**src/rtl/dct_mem_sequencer_if.sv**
```systemverilog
// Host-control and SRAM-side signal bundle for the DCT memory sequencer.
// The master drives the pass request; the slave (sequencer) owns both SRAM buses.
interface dct_mem_sequencer_if #(
  parameter int ADDR_W = 15,
  parameter int BLK_W  = 12
);
  logic              start;
  logic [BLK_W-1:0]  num_blocks;
  logic [ADDR_W-1:0] in_base;
  logic [ADDR_W-1:0] out_base;
  logic              hold;
  logic [ADDR_W-1:0] addr_in;
  logic              nce_in;
  logic              dct_in_valid;
  logic [ADDR_W-1:0] addr_out;
  logic              nce_out;
  logic              nwrt_out;
  logic              busy;
  logic              done;

  modport master (
    output start, num_blocks, in_base, out_base, hold,
    input  addr_in, nce_in, dct_in_valid, addr_out, nce_out, nwrt_out, busy, done
  );

  modport slave (
    input  start, num_blocks, in_base, out_base, hold,
    output addr_in, nce_in, dct_in_valid, addr_out, nce_out, nwrt_out, busy, done
  );
endinterface

```
**src/rtl/dct_mem_sequencer.sv**
```systemverilog
// Sequences one DCT pass: streams 8-word blocks from the input SRAM into the DCT
// and writes results to the output SRAM at the latency-aligned cycle.
module dct_mem_sequencer #(
  parameter int ADDR_W  = 15,
  parameter int BLK_W   = 12,
  parameter int DCT_LAT = 20
) (
  input  logic                clk,
  input  logic                reset,
  dct_mem_sequencer_if.slave  bus
);

  localparam int CNT_W = ADDR_W + 1;

  typedef enum logic [1:0] {
    IDLE,
    READ,
    DRAIN,
    FIN
  } state_t;

  state_t            state;
  logic [CNT_W-1:0]  rd_cnt;
  logic [CNT_W-1:0]  wr_cnt;
  logic [CNT_W-1:0]  total_words;
  logic [ADDR_W-1:0] in_base_q;
  logic [ADDR_W-1:0] out_base_q;
  logic [ADDR_W-1:0] addr_out_q;
  logic [DCT_LAT-1:0] vsr;
  logic              nce_out_q;
  logic              busy_q;
  logic              done_q;
  logic              rd_fire;
  logic              last_rd;

  // hold must veto the read in the same cycle it is seen, so the read strobe
  // is decoded from registered state rather than registered itself.
  always_comb begin
    rd_fire = (state == READ) && ((rd_cnt[2:0] != 3'd0) || !bus.hold);
    last_rd = rd_fire && (rd_cnt == total_words - CNT_W'(1));
  end

  assign bus.addr_in      = in_base_q + rd_cnt[ADDR_W-1:0];
  assign bus.nce_in       = ~rd_fire;
  assign bus.dct_in_valid = vsr[0];
  assign bus.addr_out     = addr_out_q;
  assign bus.nce_out      = nce_out_q;
  assign bus.nwrt_out     = nce_out_q;
  assign bus.busy         = busy_q;
  assign bus.done         = done_q;

  always_ff @(posedge clk or negedge reset) begin
    if (!reset) begin
      state       <= IDLE;
      rd_cnt      <= '0;
      wr_cnt      <= '0;
      total_words <= '0;
      in_base_q   <= '0;
      out_base_q  <= '0;
      addr_out_q  <= '0;
      vsr         <= '0;
      nce_out_q   <= 1'b1;
      busy_q      <= 1'b0;
      done_q      <= 1'b0;
    end else begin
      // vsr[0] is dct_in_valid; the write stage registers vsr[DCT_LAT-1],
      // giving DCT_LAT cycles from dct_in_valid to the write strobe.
      vsr       <= (vsr << 1) | DCT_LAT'(rd_fire);
      nce_out_q <= ~vsr[DCT_LAT-1];
      if (vsr[DCT_LAT-1]) begin
        addr_out_q <= out_base_q + wr_cnt[ADDR_W-1:0];
        wr_cnt     <= wr_cnt + CNT_W'(1);
      end
      if (rd_fire) begin
        rd_cnt <= rd_cnt + CNT_W'(1);
      end
      done_q <= 1'b0;

      case (state)
        IDLE: begin
          if (bus.start) begin
            if (bus.num_blocks != '0) begin
              total_words <= CNT_W'({bus.num_blocks, 3'b000});
              in_base_q   <= bus.in_base;
              out_base_q  <= bus.out_base;
              rd_cnt      <= '0;
              wr_cnt      <= '0;
              busy_q      <= 1'b1;
              state       <= READ;
            end else begin
              done_q <= 1'b1;
              state  <= FIN;
            end
          end
        end
        READ: begin
          if (last_rd) begin
            state <= DRAIN;
          end
        end
        DRAIN: begin
          if (wr_cnt == total_words) begin
            busy_q <= 1'b0;
            done_q <= 1'b1;
            state  <= FIN;
          end
        end
        FIN: begin
          state <= IDLE;
        end
        default: begin
          state <= IDLE;
        end
      endcase
    end
  end

endmodule

```
**src/flat_wrapper.sv**
```systemverilog
// flat-port wrapper written by rule: the top's interface ports become plain ports
module dct_mem_sequencer_flat 
#(
  parameter int ADDR_W  = 15,
  parameter int BLK_W   = 12,
  parameter int DCT_LAT = 20
)
  (clk, reset, bus_start, bus_num_blocks, bus_in_base, bus_out_base, bus_hold, bus_addr_in, bus_nce_in, bus_dct_in_valid, bus_addr_out, bus_nce_out, bus_nwrt_out, bus_busy, bus_done);
  dct_mem_sequencer_if #(.ADDR_W(ADDR_W), .BLK_W(BLK_W)) bus_i ();
  input  logic clk;
  input  logic reset;
  input wire logic [$bits(bus_i.start)-1:0] bus_start;
  input wire logic [$bits(bus_i.num_blocks)-1:0] bus_num_blocks;
  input wire logic [$bits(bus_i.in_base)-1:0] bus_in_base;
  input wire logic [$bits(bus_i.out_base)-1:0] bus_out_base;
  input wire logic [$bits(bus_i.hold)-1:0] bus_hold;
  output wire logic [$bits(bus_i.addr_in)-1:0] bus_addr_in;
  output wire logic [$bits(bus_i.nce_in)-1:0] bus_nce_in;
  output wire logic [$bits(bus_i.dct_in_valid)-1:0] bus_dct_in_valid;
  output wire logic [$bits(bus_i.addr_out)-1:0] bus_addr_out;
  output wire logic [$bits(bus_i.nce_out)-1:0] bus_nce_out;
  output wire logic [$bits(bus_i.nwrt_out)-1:0] bus_nwrt_out;
  output wire logic [$bits(bus_i.busy)-1:0] bus_busy;
  output wire logic [$bits(bus_i.done)-1:0] bus_done;
  assign bus_i.start = bus_start;
  assign bus_i.num_blocks = bus_num_blocks;
  assign bus_i.in_base = bus_in_base;
  assign bus_i.out_base = bus_out_base;
  assign bus_i.hold = bus_hold;
  assign bus_addr_in = bus_i.addr_in;
  assign bus_nce_in = bus_i.nce_in;
  assign bus_dct_in_valid = bus_i.dct_in_valid;
  assign bus_addr_out = bus_i.addr_out;
  assign bus_nce_out = bus_i.nce_out;
  assign bus_nwrt_out = bus_i.nwrt_out;
  assign bus_busy = bus_i.busy;
  assign bus_done = bus_i.done;
  dct_mem_sequencer #(.ADDR_W(ADDR_W), .BLK_W(BLK_W), .DCT_LAT(DCT_LAT)) u_core (.clk(clk), .reset(reset), .bus(bus_i));
endmodule
```
**config.mk**
```make
export PLATFORM = sky130hd
export DESIGN_NAME = dct_mem_sequencer_flat
export DESIGN_NICKNAME = d
export VERILOG_FILES = /design/src/rtl/dct_mem_sequencer_if.sv /design/src/rtl/dct_mem_sequencer.sv /design/src/flat_wrapper.sv
export SDC_FILE = /design/constraint.sdc
export NUM_CORES = 1
export LEC_CHECK = 0
export CORE_AREA = 2 2 114 116
export CTS_CLUSTER_SIZE = 14
export DETAILED_ROUTE_END_ITERATION = 10
export DIE_AREA = 0 0 116 118
export PLACE_DENSITY = 0.74
export SLEW_MARGIN = 20
export SYNTH_ARGS = -nofsm -noshare
export SYNTH_HDL_FRONTEND = slang
export SYNTH_SLANG_ARGS = --single-unit
```
**constraint.sdc**
```tcl
create_clock -name clk -period 4.4 [get_ports clk]
set_input_delay 0.44 -clock clk [delete_from_list [all_inputs] [get_ports clk]]
set_output_delay 0.44 -clock clk [all_outputs]
set_load 0.005 [all_outputs]
```
==> flow_summary.toml, run 1 <==
[run_status]
status = "completed"

[sta]
finalCritPeriodShare = 0.8860
final_hold_viol_count = 0
fin_skew_ns = 0.008111
drv_slew = 0
rsz0062_at_grt = "false"
setup_ws_ns = 0.5017
holdWs_ns = 0.09796
worst_pin_slew_ns = 0.8422
tns_ns = 0
fmax_mhz = 256.5
min_period_ns = 3.898
maxSlewHeadroom = 0.4386
final-setup-viol-count = 0

[cts]
cts_tree = "built"
cts_resized = 0
cts_root_buf = "clkbuf_16"
cts_hold_buf = 0
cts_setup_buffers = 0
numClockSinks = 114
cts_buffers = 17
clock_latency_ns = 0.41
h-tree-depth = 4
cts_buffer_depth = 2
path_clk_slew_ns = 0.05

[synthesis]
synth_area_leaders = "dfrtp_1 46%, mux2_2 9.0%, ha_1 7.3%"
synthCells = 577
ys_async_sr_fraction = 1.000
synth_edf_count = 0
ys_seq_area_frac = 0.4641
syn_area_um2 = 6150
yosysUniqueCellTypes = 56
synth_nets = 661
ys.flop_type = "dfrtp_1"
avgSynthCellArea_um2 = 10.66
synth.top_cell.area_share = 0.4598
yosysWarningCount = 0
synth_area_leader_cell = "dfrtp_1"
ys_ff_latch = 114

[floorplan]
fp.dieArea_um2 = 13690
initial_core_util = 0.4954
num_rows = 41
core_um2 = 12410
ioPinCount = 82
fp.dieW_um = 116
die_y_um = 118

[global_routing]
grt-ovfl-total = 0
first_global_vias = 4654
track_usage = 0.2096
grt_pass1_wl_mm = 22.66
grt_max_degree = 88
antenna_found_initial = 0

[worst_setup_path]
crit_required_ns = 3.96
cp.arrival_ns = 3.46
cpPeakStageDelay_ns = 0.55
path_max_fanout = 6
path_class = "reg2out"
worst_r2r_startpoint = "u_core.wr_cnt[0]"
cp-start-kind = "register"
cp-end-kind = "output port"
rr_worst_depth = 10
rr_endpoint = "u_core.bus.addr_out[12]"
slowest_stage = "o41ai_1"
regToRegSetupSlack_ns = 1.69
path_cells = "ha_1 > inv_1 > fa_1 > nor2b_1 > o31a_1 > o21ai_0 > a21oi_1 > o41ai_1 > o211a_1 > clkdlybuf4s50_1"

[cells_and_area]
post-route-util = 0.6220
layout-drive-gt1-share = 0.1388
final_common_cell = "dfrtp_1"
syn2layout_area_growth_pct = 25.55
nets = 748
layout_common_cells = "113 x dfrtp_1, 80 x clkdlybuf4s50_1, 59 x nor2_1"
antenna_cells = 0

[power_and_ir_drop]
power.internal_uw = 3421
p_comb_frac = 0.385
pwr-share-seq = 0.353
swShare = 0.3281
total_leakage_power_uw = 0.003424
power.total_uw = 5090
power.switching_uw = 1670
irDropWorstVdd_mv = 0.4180
power_density_nw_per_um2 = 659.3
p_clk_frac = 0.262

[place]
hpwlAfterDp_mm = 9.568
port_buffers = 81
pre_cts_slack_ns = 0.9643
place_congestion = 0.8642

[routing]
drtIter0Drc = 200
drt_wl_total_mm = 13.23
dr.pass1.iters = 4
remaining_drc_errors = 0
ant_nets = 0
viasPerCell = 5.351
drt-wirelength-per-cell_um = 15.58
vias = 4543

[job]
max_cap_viol_count = 0

[min_path]
hold_class = "in2async"
-- routing by layer --
metal  track usage  vias to the layer above  share of wire
met4       0.06324                        0          0.018
met1        0.2650                     2196           0.43
li1              -                     2201              -
met2        0.3520                      123           0.50
met3       0.05304                       23          0.047
met5             0                        -              0
-- sequential cells by signal, indices dropped and copies added, names as in the netlist --
register             count
u_core.out_base_q       15
u_core.wr_cnt           16
u_core.in_base_q        15
u_core.state             2
u_core.bus.addr_out     15
u_core.rd_cnt           16
u_core.bus.nce_out       1
u_core.bus.busy          1
u_core.vsr              20
u_core.bus.done          1
u_core.total_words      12
-- cell type report --
| type | instances | area (um^2) |
|---|---|---|
| multi-input combinational | 424 | 3151 |
| clock inverter | 11 | 110.1 |
| fill | 1038 | 4693 |
| clock buffer | 21 | 470.5 |
| sequential | 114 | 2854 |
| inverter | 23 | 86.33 |
| tap | 172 | 215.2 |
| timing repair buffer | 84 | 834.6 |
-- cell families (layout without fill, tap and decap cells) --
| logic type | after synthesis | count (layout) | share of synthesized area |
|---|---|---|---|
| AND/OR/NAND/NOR | 172 | 172 | 0.1371 |
| buffers and inverters | 39 | 139 | 0.02604 |
| AO/OA/AOI/OAI | 87 | 87 | 0.09074 |
| flip-flops | 114 | 114 | 0.4641 |
| multiplexers | 52 | 52 | 0.09542 |
| XOR/XNOR | 75 | 75 | 0.1068 |
| adder cells (fa/ha/maj) | 38 | 38 | 0.07976 |
-- worst max-delay path by stage --
| stage | start | depth (start not counted) | end | slack (ns) |
|---|---|---|---|---|
| 6_report | u_core.rd_cnt[0] | 10 | bus_addr_in[14] | 0.50 |
| 5_1_grt | u_core.rd_cnt[0] | 10 | bus_addr_in[14] | 0.24 |
| 4_1_cts | u_core.rd_cnt[0] | 10 | bus_addr_in[14] | 0.48 |
| 3_5_place_dp | u_core.rd_cnt[0] | 10 | bus_addr_in[14] | 0.96 |
| 3_3_place_gp | u_core.rd_cnt[0] | 10 | bus_addr_in[14] | 1.04 |
| 2_1_floorplan | u_core.rd_cnt[0] | 9 | bus_addr_in[14] | 1.82 |
-- Yosys cell counts, drive strengths merged (4+ instances only) --
cell type / n
a21o: 6
a21oi: 22
inv: 23
xnor2: 33
nor2: 59
o21ai: 25
ha: 36
nor3: 9
buf: 9
nand4: 5
xor2: 42
nor4: 8
nand3: 21
or3: 5
nor2b: 4
o21a: 6
and3: 8
clkbuf: 7
nand2: 39
dfrtp: 113
a211oi: 5
mux2: 50
-- critical path: cells and delay by family, from the launching register on --
kind            cells  cell delay (ns)
fa+ha+maj           2             0.48
flops               1             0.46
buf+inv             2             0.58
compound gates      5             1.47
simple gates        1             0.08
-- power by group through the flow --
stage,combinational [uW],clock [uW],sequential (uW)
2_1_floorplan,1340,0,1650
3_3_place_gp,1880,0,1780
3_5_place_dp,1950,0,1810
4_1_cts,1980,1350,1800
5_1_grt,2170,1410,1850
6_report,1960,1340,1800
-- per-stage QoR --
step                cells  area (um^2)
CTS                   849         7717
global placement      817         7137
global route          849         7721
detailed placement    817         7137
floorplan             577         6150
finish                849         7721
(Power assumes the default switching activity.)
==> run 2, diff against run 1 <==
--- a/config.mk
+++ b/config.mk
@@ -9,7 +9,7 @@
 export CTS_CLUSTER_SIZE = 14
 export DETAILED_ROUTE_END_ITERATION = 10
 export DIE_AREA = 0 0 116 118
-export PLACE_DENSITY = 0.74
+export PLACE_DENSITY = 0.77
 export SLEW_MARGIN = 20
 export SYNTH_ARGS = -nofsm -noshare
 export SYNTH_HDL_FRONTEND = slang
==> constraint.sdc (replaced) <==
create_clock -name clk -period 3.4 [get_ports clk]
set_input_delay 0.34 -clock clk [delete_from_list [all_inputs] [get_ports clk]]
set_output_delay 0.34 -clock clk [all_outputs]
set_load 0.005 [all_outputs]
==> flow_summary.toml, run 2 (synthesized netlist as in run 1, its figures left out) <==
[worst_setup_path]
cp-start-kind = "register"
path_cells = "ha_2 > inv_1 > fa_2 > nor2b_2 > o31a_1 > o21ai_2 > a21oi_2 > o41ai_2 > buf_4 > o211a_1 > clkdlybuf4s50_1"
rr_worst_depth = 9
rr_endpoint = "u_core.state[1]"
cp-end-kind = "output port"
path_class = "reg2out"
crit_end = "bus_addr_in[14]"
startpoint = "u_core.rd_cnt[0]"
cp.arrival_ns = 3.00
cpPeakStageDelay_ns = 0.49
cp_top_family = "compound AO/OA/AOI/OAI gates"
crit_required_ns = 3.06
regToRegSetupSlack_ns = 0.72
slowest_stage = "clkdlybuf4s50_1"
worst-path-buf-inv = 3
worst_r2r_startpoint = "u_core.total_words[3]"
cp.depth = 11
path_max_fanout = 4

[floorplan]
num_rows = 41
core_um2 = 12410
die_y_um = 118
fp.dieW_um = 116
ioPinCount = 82
fp.dieArea_um2 = 13690
initial_core_util = 0.4954

[sta]
holdWs_ns = -0.01364
final_hold_viol_count = 13
setup_ws_ns = 0.05731
min_period_ns = 3.343
drv_slew = 0
maxSlewHeadroom = 0.4602
finalCritPeriodShare = 0.9831
worst_pin_slew_ns = 0.8023
final-setup-viol-count = 0
fin_skew_ns = 0.007481
fmax_mhz = 299.2

[routing]
dr.pass1.iters = 4
viasPerCell = 5.362
vias = 4590
drt_wl_total_mm = 13.37
remaining_drc_errors = 0
drtIter0Drc = 202
drt-wirelength-per-cell_um = 15.62
ant_nets = 0

[cells_and_area]
layout-drive-gt1-share = 0.1696
largest_reg_flops = 20
reg_top3 = "u_core.vsr: 20 flops, u_core.rd_cnt: 16 flops, u_core.wr_cnt: 16 flops"
syn2layout_area_growth_pct = 28.38
final.fill_count = 1006
layout_common_cells = "111 x dfrtp_1, 79 x clkdlybuf4s50_1, 59 x nor2_1"
post-route-util = 0.6360
nets = 756
final_common_cell = "dfrtp_1"
largest-register = "u_core.vsr"
antenna_cells = 0
post-route-cell-area_um2 = 7895

[job]
max_cap_viol_count = 0

[place]
dpl_cell_area_um2 = 7159
port_buffers = 81
place_congestion = 0.8707
hpwlAfterDp_mm = 9.305
pre_cts_slack_ns = 0.2206

[cts]
cts_buffers = 17
numClockSinks = 114
cts_root_buf = "clkbuf_16"
h-tree-depth = 4
cts_tree = "built"
path_clk_slew_ns = 0.05
cts_buffer_depth = 2
clock_latency_ns = 0.41

[power_and_ir_drop]
irDropWorstVdd_mv = 0.5785
power_density_nw_per_um2 = 858.1
total_leakage_power_uw = 0.003491
power.total_uw = 6775

[global_routing]
first_global_vias = 4665
grt-ovfl-total = 0
grt_pass1_wl_mm = 22.45
grt_max_degree = 60
track_usage = 0.2089
antenna_found_initial = 0

[run_status]
violations = "hold timing"
status = "complete, but fails checks"

[min_path]
hold_class = "in2async"
run 2: how the worst min path moves through the flow:
stage | startpoint | depth (start not counted) | to | slack (ns)
6_report | reset | 1 | u_core.vsr[16] | -0.01
5_1_grt | reset | 1 | u_core.vsr[17] | 0.05
4_1_cts | reset | 1 | u_core.in_base_q[12] | 0.01
3_5_place_dp | u_core.vsr[17] | 0 | u_core.vsr[18] | 0.34
3_3_place_gp | u_core.vsr[9] | 0 | u_core.vsr[10] | 0.33
2_1_floorplan | reset | 0 | u_core.bus.addr_out[0] | 0.04
run 2: power breakdown:
| group | total, uW | switching (uW) | internal [uW] |
|---|---|---|---|
| logic | 2630 | 1140 | 1490 |
| registers | 2300 | 435 | 1860 |
| clock network | 1840 | 605 | 1240 |
run 2: through the flow:
step | instances | setup TNS (ns)
finish | 856 | 0
global route | 856 | -0.05076
floorplan | 577 | 0
detailed placement | 820 | 0
global placement | 820 | 0
CTS | 851 | 0
run 2: layout make-up:
type                            instances  area, um^2  share of cell area
Tap cell                              172       215.2             0.02726
Inverter                               23       86.33             0.01094
Multi-Input combinational cell        424        3222              0.4081
Timing Repair Buffer                   92       893.4              0.1132
Clock buffer                           22       494.2             0.06260
Clock inverter                          9       127.6             0.01616
Sequential cell                       114        2856              0.3618
run 2: metal layers:
| metal | track usage | part of all wire |
|---|---|---|
| met2 | 0.3439 | 0.51 |
| met3 | 0.05767 | 0.044 |
| met5 | 0 | 0 |
| met1 | 0.2618 | 0.44 |
| met4 | 0.07515 | 0.014 |
run 2: repair_timing:
item                                    in CTS  in global routing
setup buffers                                0                  5
pin swaps                                    0                  4
gates resized for setup                      6                 12
hold buffers                                 0                  0
endpoints found under the setup margin       4                  5
==> run 3, diff against run 2 <==
--- a/config.mk
+++ b/config.mk
@@ -5,11 +5,14 @@
 export SDC_FILE = /design/constraint.sdc
 export NUM_CORES = 1
 export LEC_CHECK = 0
-export CORE_AREA = 2 2 114 116
+export CELL_PAD_IN_SITES_DETAIL_PLACEMENT = 0
+export CELL_PAD_IN_SITES_GLOBAL_PLACEMENT = 1
+export CORE_AREA = 2 2 129 131
 export CTS_CLUSTER_SIZE = 14
 export DETAILED_ROUTE_END_ITERATION = 10
-export DIE_AREA = 0 0 116 118
-export PLACE_DENSITY = 0.77
+export DIE_AREA = 0 0 131 133
+export PLACE_DENSITY = 0.76
+export SETUP_SLACK_MARGIN = 0.02
 export SLEW_MARGIN = 20
 export SYNTH_ARGS = -nofsm -noshare
 export SYNTH_HDL_FRONTEND = slang
==> flow_summary.toml, run 3 (synthesized netlist as in run 1, its figures left out) <==
[worst_setup_path]
cp-end-kind = "output port"
cp-start-kind = "register"
cp.arrival_ns = 2.95
rr_endpoint = "u_core.bus.addr_out[12]"
path_max_fanout = 4
worst_r2r_startpoint = "u_core.wr_cnt[0]"
regToRegSetupSlack_ns = 0.57
rr_worst_depth = 10
path_cells = "ha_2 > inv_1 > fa_2 > nor2b_1 > o31a_1 > o21ai_2 > a21oi_2 > o41ai_2 > buf_4 > o211a_1 > clkdlybuf4s50_1"
slowest_stage = "clkdlybuf4s50_1"
crit_required_ns = 3.06
cpPeakStageDelay_ns = 0.49
cp_top_family = "compound AO/OA/AOI/OAI gates"
worst-path-buf-inv = 3
path_class = "reg2out"

[routing]
drtIter0Drc = 166
vias = 4542
drt-wirelength-per-cell_um = 14.70
dr.pass1.iters = 4
ant_nets = 0
drt_wl_total_mm = 13.24
remaining_drc_errors = 0
viasPerCell = 5.041

[run_status]
status = "completed"

[cells_and_area]
final_common_cell = "dfrtp_1"
layout_common_cells = "111 x dfrtp_1, 78 x clkdlybuf4s50_1, 59 x nor2_1"
layout-drive-gt1-share = 0.1557
post-route-util = 0.4853
syn2layout_area_growth_pct = 27.63
nets = 752
largest-register = "u_core.vsr"
reg_top3 = "u_core.vsr: 20 flops, u_core.rd_cnt: 16 flops, u_core.wr_cnt: 16 flops"
antenna_cells = 0
largest_reg_flops = 20
final.fill_count = 1437

[sta]
final-setup-viol-count = 0
maxSlewHeadroom = 0.4015
fin_skew_ns = 0.008515
worst_pin_slew_ns = 0.8978
min_period_ns = 3.294
fmax_mhz = 303.6
finalCritPeriodShare = 0.9687
drv_slew = 0
final_hold_viol_count = 0
holdWs_ns = 0.006184
rsz0062_at_grt = "true"

[cts]
cts_buffer_depth = 2
cts_root_buf = "clkbuf_16"
h-tree-depth = 4
cts_buffers = 17
numClockSinks = 114
clock_latency_ns = 0.41
path_clk_slew_ns = 0.05
cts_tree = "built"

[power_and_ir_drop]
power_density_nw_per_um2 = 834.8
total_leakage_power_uw = 0.003458
irDropWorstVdd_mv = 0.4848
power.total_uw = 6552

[place]
port_buffers = 81
place_congestion = 0.8428
hpwlAfterDp_mm = 9.549

[min_path]
hold_class = "in2async"

[job]
max_cap_viol_count = 0

[global_routing]
grt_pass1_wl_mm = 22.20
grt_max_degree = 75
first_global_vias = 4590
grt-ovfl-total = 0
track_usage = 0.1625
antenna_found_initial = 0

[floorplan]
num_rows = 47
initial_core_util = 0.3803
fp.dieArea_um2 = 17420
die_y_um = 133
ioPinCount = 82
core_um2 = 16170
fp.dieW_um = 131
-- run 3: changes by cell type in the layout (fill, tap and decap cells not counted), sizes merged --
cell	change
buf	-4
bufinv	-1
clkinv	+3
dlymetal6s2s	+1
clkbuf	-1
clkdlybuf4s50	-1
-- run 3: metal layers --
metal | global-route usage | vias to the layer above | wire, um
met2 | 0.2642 | 96 | 6428
li1 | - | 2214 | -
met3 | 0.04974 | 16 | 533
met5 | 0 | - | 0
met4 | 0.04846 | 0 | 149
met1 | 0.2078 | 2216 | 6131
-- run 3: how the worst max path moves through the flow --
stage | start | end | cells after the start | slack, ns
global placement | u_core.rd_cnt[0] | bus_addr_in[14] | 11 | 0.28
finish | u_core.rd_cnt[0] | bus_addr_in[14] | 11 | 0.11
floorplan | u_core.rd_cnt[0] | bus_addr_in[14] | 9 | 0.92
detailed placement | u_core.rd_cnt[0] | bus_addr_in[14] | 11 | 0.24
global route | u_core.rd_cnt[0] | bus_addr_in[14] | 11 | -0.07
CTS | u_core.rd_cnt[0] | bus_addr_in[14] | 12 | 0.01
-- run 3: worst register-to-register path: stages (launching register included) --
cell     delay [ns]
dfrtp_1        0.44
ha_1           0.22
inv_1          0.07
fa_1           0.20
nor2b_1        0.07
o31ai_1        0.49
a22oi_1        0.24
a41oi_1        0.43
a21oi_1        0.14
xor2_1         0.16
mux2_2         0.26
-- run 3: power breakdown --
group	switching [uW]	internal (uW)
clock network	609	1090
logic	1130	1460
registers	411	1860
total	2150	4400
-- run 3: per-stage QoR --
step | cell area (um^2) | setup WS, ns | TNS (ns) | std cells
after global routing | 7849 | -0.06650 | -0.06650 | 901
final | 7849 | 0.1065 | 0 | 901
after CTS | 7811 | 0.01325 | 0 | 899
after global placement | 7224 | 0.2795 | 0 | 867
after floorplan | 6150 | 0.9166 | 0 | 577
after detailed placement | 7224 | 0.2445 | 0 | 867
-- run 3: repair_timing --
item	4_1_cts	5_1_grt
hold buffers	0	0
setup buffers	0	2
endpoints found under the setup margin	4	4
resized for setup	7	7
pin swaps	0	3
-- run 3: cell type report --
type | instances | area [um^2] | share of cell area
clock inverter | 11 | 112.6 | 0.01435
sequential | 114 | 2856 | 0.3639
timing repair buffer | 88 | 878.3 | 0.1119
tap | 220 | 275.3 | 0.03507
multi-input combinational | 424 | 3189 | 0.4063
inverter | 23 | 86.33 | 0.01100
clock buffer | 21 | 450.4 | 0.05739
